===== config.mk =====
export PLATFORM = sky130hd
export DESIGN_NAME = seq_detect_sched_flat
export DESIGN_NICKNAME = d
export VERILOG_FILES = /design/src/rtl/seq_detect_sched_if.sv /design/src/rtl/seq_detect_sched.sv /design/src/flat_wrapper.sv
export SDC_FILE = /design/constraint.sdc
export NUM_CORES = 1
export LEC_CHECK = 0
export CORE_AREA = 2 2 64 66
export DETAILED_ROUTE_END_ITERATION = 12
export DIE_AREA = 0 0 66 68
export GPL_TIMING_DRIVEN = 0
export PLACE_DENSITY = 0.71
export SYNTH_ARGS = -nofsm -noshare
export SYNTH_HDL_FRONTEND = slang
export SYNTH_SLANG_ARGS = --single-unit

===== constraint.sdc =====
create_clock -name clk -period 3.9 [get_ports clk]
set_input_delay 0.78 -clock clk [delete_from_list [all_inputs] [get_ports clk]]
set_output_delay 0.78 -clock clk [all_outputs]
set_load 0.05 [all_outputs]

===== src/rtl/seq_detect_sched_if.sv =====
// Request/grant bundle between the serial requesters and the shared pattern detector.
interface seq_detect_sched_if #(
    parameter int NCH = 4
);
    logic [NCH-1:0] req;
    logic [NCH-1:0] bit_in;
    logic [NCH-1:0] gnt;

    modport master (output req, output bit_in, input gnt);
    modport slave  (input req, input bit_in, output gnt);
endinterface


===== src/rtl/seq_detect_sched.sv =====
// Round-robin scheduled serial pattern detector: many bit streams share one PW-bit comparator.
// Optional hit counter enabled by defining SEQ_SCHED_HITCNT_EN.
module seq_detect_sched #(
    parameter int NCH = 4,
    parameter int PW  = 3,
    parameter int CW  = 8
) (
    input  logic                clk,
    input  logic                rst_n,
    seq_detect_sched_if.slave   bus,
    input  logic                cfg_we_i,
    input  logic [PW-1:0]       cfg_pat_i,
    output logic                hit_o,
    output logic [2:0]          hit_ch_o,
    output logic [CW-1:0]       hit_cnt_o
);
    localparam int PTRW = $clog2(NCH);
    localparam int FW   = $clog2(PW + 1);
    localparam logic [FW-1:0]   FILL_FULL = FW'(PW);
    localparam logic [PTRW-1:0] PTR_RST   = PTRW'(NCH - 1);
    localparam logic [PW-1:0]   PAT_RST   = {{(PW-1){1'b0}}, 1'b1};

    logic [PW-1:0]   hist_q [NCH];
    logic [PW-1:0]   hist_d [NCH];
    logic [FW-1:0]   fill_q [NCH];
    logic [FW-1:0]   fill_d [NCH];
    logic [PW-1:0]   pat_q, pat_d;
    logic [PTRW-1:0] ptr_q, ptr_d;
    logic            hit_q, hit_d;
    logic [2:0]      hit_ch_q, hit_ch_d;

    logic [NCH-1:0]  gnt_s;
    logic [PTRW-1:0] gidx_s;
    logic            gvalid_s;
    logic [PW-1:0]   new_hist_s;
    logic [FW-1:0]   new_fill_s;
    logic            match_s;

    // Round-robin search beginning just after the last granted channel; config writes stall grants.
    always_comb begin
        int             cand;
        logic [PTRW-1:0] cidx;
        cand     = 0;
        cidx     = ptr_q;
        gnt_s    = {NCH{1'b0}};
        gidx_s   = ptr_q;
        gvalid_s = 1'b0;
        if (rst_n && !cfg_we_i) begin
            for (int k = 1; k <= NCH; k++) begin
                cand = (int'(ptr_q) + k) % NCH;
                cidx = PTRW'(cand);
                if (!gvalid_s && bus.req[cidx]) begin
                    gvalid_s = 1'b1;
                    gidx_s   = cidx;
                end else begin
                    gvalid_s = gvalid_s;
                end
            end
            if (gvalid_s) begin
                gnt_s[gidx_s] = 1'b1;
            end else begin
                gnt_s = {NCH{1'b0}};
            end
        end else begin
            gnt_s = {NCH{1'b0}};
        end
    end

    assign bus.gnt = gnt_s;

    // Shared comparator: evaluate the granted channel's history after this bit shifts in.
    always_comb begin
        new_hist_s = (hist_q[gidx_s] << 1) | {{(PW-1){1'b0}}, bus.bit_in[gidx_s]};
        if (fill_q[gidx_s] == FILL_FULL) begin
            new_fill_s = FILL_FULL;
        end else begin
            new_fill_s = fill_q[gidx_s] + FW'(1);
        end
        match_s = gvalid_s && (new_hist_s == pat_q) && (new_fill_s == FILL_FULL);
    end

    // Next-state for pattern, pointer, per-channel history and the registered hit pulse.
    always_comb begin
        pat_d    = pat_q;
        ptr_d    = ptr_q;
        hist_d   = hist_q;
        fill_d   = fill_q;
        hit_d    = 1'b0;
        hit_ch_d = hit_ch_q;
        if (cfg_we_i) begin
            pat_d = cfg_pat_i;
            for (int k = 0; k < NCH; k++) begin
                hist_d[k] = {PW{1'b0}};
                fill_d[k] = {FW{1'b0}};
            end
        end else if (gvalid_s) begin
            hist_d[gidx_s] = new_hist_s;
            fill_d[gidx_s] = new_fill_s;
            ptr_d          = gidx_s;
            hit_d          = match_s;
            if (match_s) begin
                hit_ch_d = 3'(gidx_s);
            end else begin
                hit_ch_d = hit_ch_q;
            end
        end else begin
            hit_d = 1'b0;
        end
    end

    // State registers with synchronous reset.
    always_ff @(posedge clk) begin
        if (!rst_n) begin
            pat_q    <= PAT_RST;
            ptr_q    <= PTR_RST;
            hit_q    <= 1'b0;
            hit_ch_q <= 3'd0;
            for (int k = 0; k < NCH; k++) begin
                hist_q[k] <= {PW{1'b0}};
                fill_q[k] <= {FW{1'b0}};
            end
        end else begin
            pat_q    <= pat_d;
            ptr_q    <= ptr_d;
            hit_q    <= hit_d;
            hit_ch_q <= hit_ch_d;
            hist_q   <= hist_d;
            fill_q   <= fill_d;
        end
    end

    assign hit_o    = hit_q;
    assign hit_ch_o = hit_ch_q;

`ifdef SEQ_SCHED_HITCNT_EN
    logic [CW-1:0] cnt_q, cnt_d;

    // Saturating match counter; updates on the same edge that registers the hit pulse.
    always_comb begin
        cnt_d = cnt_q;
        if (match_s && (cnt_q != {CW{1'b1}})) begin
            cnt_d = cnt_q + CW'(1);
        end else begin
            cnt_d = cnt_q;
        end
    end

    // Counter register.
    always_ff @(posedge clk) begin
        if (!rst_n) begin
            cnt_q <= {CW{1'b0}};
        end else begin
            cnt_q <= cnt_d;
        end
    end

    assign hit_cnt_o = cnt_q;
`else
    assign hit_cnt_o = {CW{1'b0}};
`endif

endmodule


===== src/flat_wrapper.sv =====
// flat-port wrapper written by rule: the top's interface ports become plain ports
module seq_detect_sched_flat 
#(
    parameter int NCH = 4,
    parameter int PW  = 3,
    parameter int CW  = 8
)
  (clk, rst_n, cfg_we_i, cfg_pat_i, hit_o, hit_ch_o, hit_cnt_o, bus_req, bus_bit_in, bus_gnt);
  seq_detect_sched_if #(.NCH(NCH)) bus_i ();
  input  logic clk;
  input  logic rst_n;
  input  logic cfg_we_i;
  input  logic [PW-1:0] cfg_pat_i;
  output logic hit_o;
  output logic [2:0] hit_ch_o;
  output logic [CW-1:0] hit_cnt_o;
  input wire logic [$bits(bus_i.req)-1:0] bus_req;
  input wire logic [$bits(bus_i.bit_in)-1:0] bus_bit_in;
  output wire logic [$bits(bus_i.gnt)-1:0] bus_gnt;
  assign bus_i.req = bus_req;
  assign bus_i.bit_in = bus_bit_in;
  assign bus_gnt = bus_i.gnt;
  seq_detect_sched #(.NCH(NCH), .PW(PW), .CW(CW)) u_core (.clk(clk), .rst_n(rst_n), .bus(bus_i), .cfg_we_i(cfg_we_i), .cfg_pat_i(cfg_pat_i), .hit_o(hit_o), .hit_ch_o(hit_ch_o), .hit_cnt_o(hit_cnt_o));
endmodule

==> key figures <==
Outcome
  • Status: complete, no violations

STA
  • Setup violators final: 0
  • Final worst path period need: 3805 ps
  • Final period util: 97.56%
  • Max Transition Viols Final: 0
  • Worst slew margin: 60.14%
  • Worst Skew: 5.990 ps
  • Final Hold Viols: 0
  • Setup tns final: 0 ps
  • Hold_ws: 463.6 ps
  • Max Clk Rate: 262.8 MHz
  • Slew @ Worst Pin: 597.8 ps
  • RSZ-0062 raised after global routing: no

Die
  • Die ar.: 0.004488 sq mm
  • Die Wd: 66 um
  • # rows: 23
  • Num ports: 30
  • Core area: 0.003856 sq mm
  • Die height: 68 um
  • Initial core utilization: 42.05%

Setup path
  • Worst R2R Start: u_core.ptr_q[1]
  • Worst Setup SP: bus_req[3]
  • Worst setup SP type: input port
  • Crit-path max FO: 6
  • CP peak stage delay: 460 ps
  • Critical path buffers and inverters: 2
  • CP delay by family, top: simple AND/OR/NAND/NOR gates
  • Critical path endpoint category: output pin
  • CP required: 3120 ps
  • Critical path, cell by cell: clkdlybuf4s50_1 -> nor2b_2 -> or3_4 -> o21ai_1 -> nand2_1 -> nor2_2 -> clkdlybuf4s15_2
  • Slowest-stage cell, CP: clkdlybuf4s50_1
  • Critical Path AT: 3020 ps
  • Worst R2R Setup Slack: 1560 ps
  • Critical path type: in2out

Finish
  • Fin cells: 273
  • Final instance area: 0.001974 sq mm
  • Antenna Diode Count: 0
  • Share of post-route cells with drive strength above 1: 18.39%
  • Area Overhead vs Synth: 21.76%
  • Nets@finish: 238

Logic synthesis
  • Synth Flop Type: dfxtp_1
  • Ys async rst share: 0%
  • Register area share after synthesis: 29.63%
  • Count of cell types in the netlist: 55
  • Post-synth EDFFs: 0
  • Average size of a mapped cell: 8.490 sq um
  • Mapped cell area: 0.001622 sq mm
  • Post-synthesis cell count: 191
  • Yosys Warn Count: 0
  • Yosys reg bits: 24

Pwr
  • LEAKAGE: 0.8167 nW
  • P per Cell Area: 383.5 mW/mm^2
  • Peak supply drop: 0.2731 mV

Placement
  • Placement Cell Area: 0.001914 sq mm
  • DPL Wire Length: 2.921 mm
  • Dpl cells: 269
  • Gp weighted congestion: 0.8572
  • Port buffer count: 20

Clock tree
  • Clock transition at the registers of the reported paths: 90 ps
  • CTS tree: built
  • H-Tree Depth: 1
  • # clock sinks: 24
  • Clk_lat worst skew: 280 ps
  • Bufs on Longest Clock Path: 2
  • # hold bufs at CTS: 0
  • Root Buffer: clkbuf_8
  • Inserted Clock Buffers: 3

Route
  • Post-DRT Antenna Nets: 0
  • DRT Pass-1 Iters: 4
  • DR iter-0 viols: 77
  • WL per Instance: 14.31 um
  • Via count: 1,473
  • Post-route DRC violation count: 0
  • Vias/cell: 5.396
  • Post-Route WL: 3.906 mm

Global route
  • Global-route wire length before repair: 6.341 mm
  • Grt total ovfl: 0
  • Vias in the first global route: 1,316
  • Initial antenna violation count: 0
  • All-Layer GR Usage: 18.76%
  • Largest net degree at the start of global routing: 15

Hold path
  • Hold Crit Class: reg2reg
  • Worst hold start: u_core.fill_q[6]

Flow run
  • Maxcap violations: 0
-- worst paths after layout --
path                           end  depth (start not counted)
hold / removal    u_core.fill_q[6]                          2
setup / recovery        bus_gnt[1]                          7
setup reg to reg  u_core.fill_q[2]                          7
hold reg to reg   u_core.fill_q[6]                          2
-- worst min-delay path: cells and delay by family (launching register included) --
| family | cells | cell delay, ps |
|---|---|---|
| mux | 1 | 50 |
| simple gates | 1 | 50 |
| flops | 1 | 320 |
-- area by class of cell --
| class | instances | area [sq um] |
|---|---|---|
| buffer | 15 | 108.9 |
| sequential | 24 | 480.5 |
| clock inverter | 1 | 30.03 |
| multi-input combinational | 152 | 1035 |
| timing repair buffer | 20 | 186.4 |
| clock buffer | 3 | 41.29 |
| fill | 383 | 1882 |
| inverter | 8 | 30.03 |
| tap | 50 | 62.56 |
-- per-stage QoR --
| stage | worst slack (ps) | util [%] | power (mW) |
|---|---|---|---|
| 5_1_grt | 29.43 | 51.20 | 0.7965 |
| 3_3_place_gp | -526.8 | 49.64 | 0.5347 |
| 6_report | 95.15 | 51.20 | 0.7572 |
| 2_1_floorplan | 586.5 | - | 0.4715 |
| 3_5_place_dp | -500.8 | 49.64 | 0.5354 |
| 4_1_cts | 9.641 | 51.49 | 0.7611 |
-- power breakdown --
part           internal, mW  switching, mW
registers             0.262         0.0125
clock network         0.137         0.0887
logic                0.0985          0.158
total                 0.498          0.259
-- synthesized netlist by cell type (all sizes together), types with 3 or more instances --
master | number | share of area, %
mux2i | 12 | 7.4
o22ai | 3 | 1.2
dfxtp | 24 | 30
nor2b | 5 | 2.2
nor3 | 10 | 3.4
nand3 | 7 | 2.2
a21o | 3 | 1.4
nor2 | 16 | 3.9
a31oi | 3 | 1.5
or3 | 3 | 1.5
o21ai | 12 | 3.9
nand2b | 3 | 1.6
o211ai | 5 | 2.6
buf | 14 | 6.5
a21oi | 9 | 3.7
nand2 | 19 | 4.4
inv | 8 | 1.9
o32ai | 4 | 3.8
-- layer usage --
metal | share of wire (%) | GRT usage (%)
met1 | 48 | 25.37
met5 | 0 | 0
met4 | 1.9 | 6.122
met3 | 6.2 | 3.783
met2 | 44 | 30.05
-- cells in the final DEF (no fill, tap or decap), types with 3 or more instances in the layout --
cell             synthesis  routed
dfxtp_1                 24      24
nand2_1                 19      19
clkdlybuf4s50_1          0      16
nor2_1                  15      14
mux2i_1                 12      12
o21ai_0                 10      10
nor3_1                   9       9
buf_4                    9       9
conb_1                   1       9
inv_1                    8       8
a21oi_1                  7       7
nand3_1                  7       7
o211ai_1                 4       4
buf_2                    3       3
nor2b_1                  3       3
a21o_1                   3       3
o22ai_1                  3       3
clkbuf_8                 0       3
clkbuf_2                 0       3
-- repair_timing --
action | in CTS | in global routing
setup endpoints to repair | 4 | 3
buffers inserted | 0 | 0
gates resized for setup | 7 | 6
cloned | 0 | 0
endpoints found under the hold margin | 0 | 0
-- kinds of logic (layout without fill, tap and decap cells) --
logic type                after synthesis  after routing  synth area share (%)
AOI/OAI and AO/OA                      56             56                 29.32
DFF                                    24             24                 29.63
other                                   1              9                0.2313
xor gates and xnor gates                2              2                 1.080
and+or+nand+nor                        71             71                 22.38
buffers and inverters                  23             47                 8.564
muxes                                  14             14                 8.796
-- flip-flops by register name, indices dropped and copies added, names as in the netlist --
signal           cells
u_core.ptr_q         2
u_core.hit_ch_o      2
u_core.hist_q        8
u_core.fill_q        8
u_core.pat_q         3
u_core.hit_o         1
Note: power is estimated with default switching activity, not from simulation.
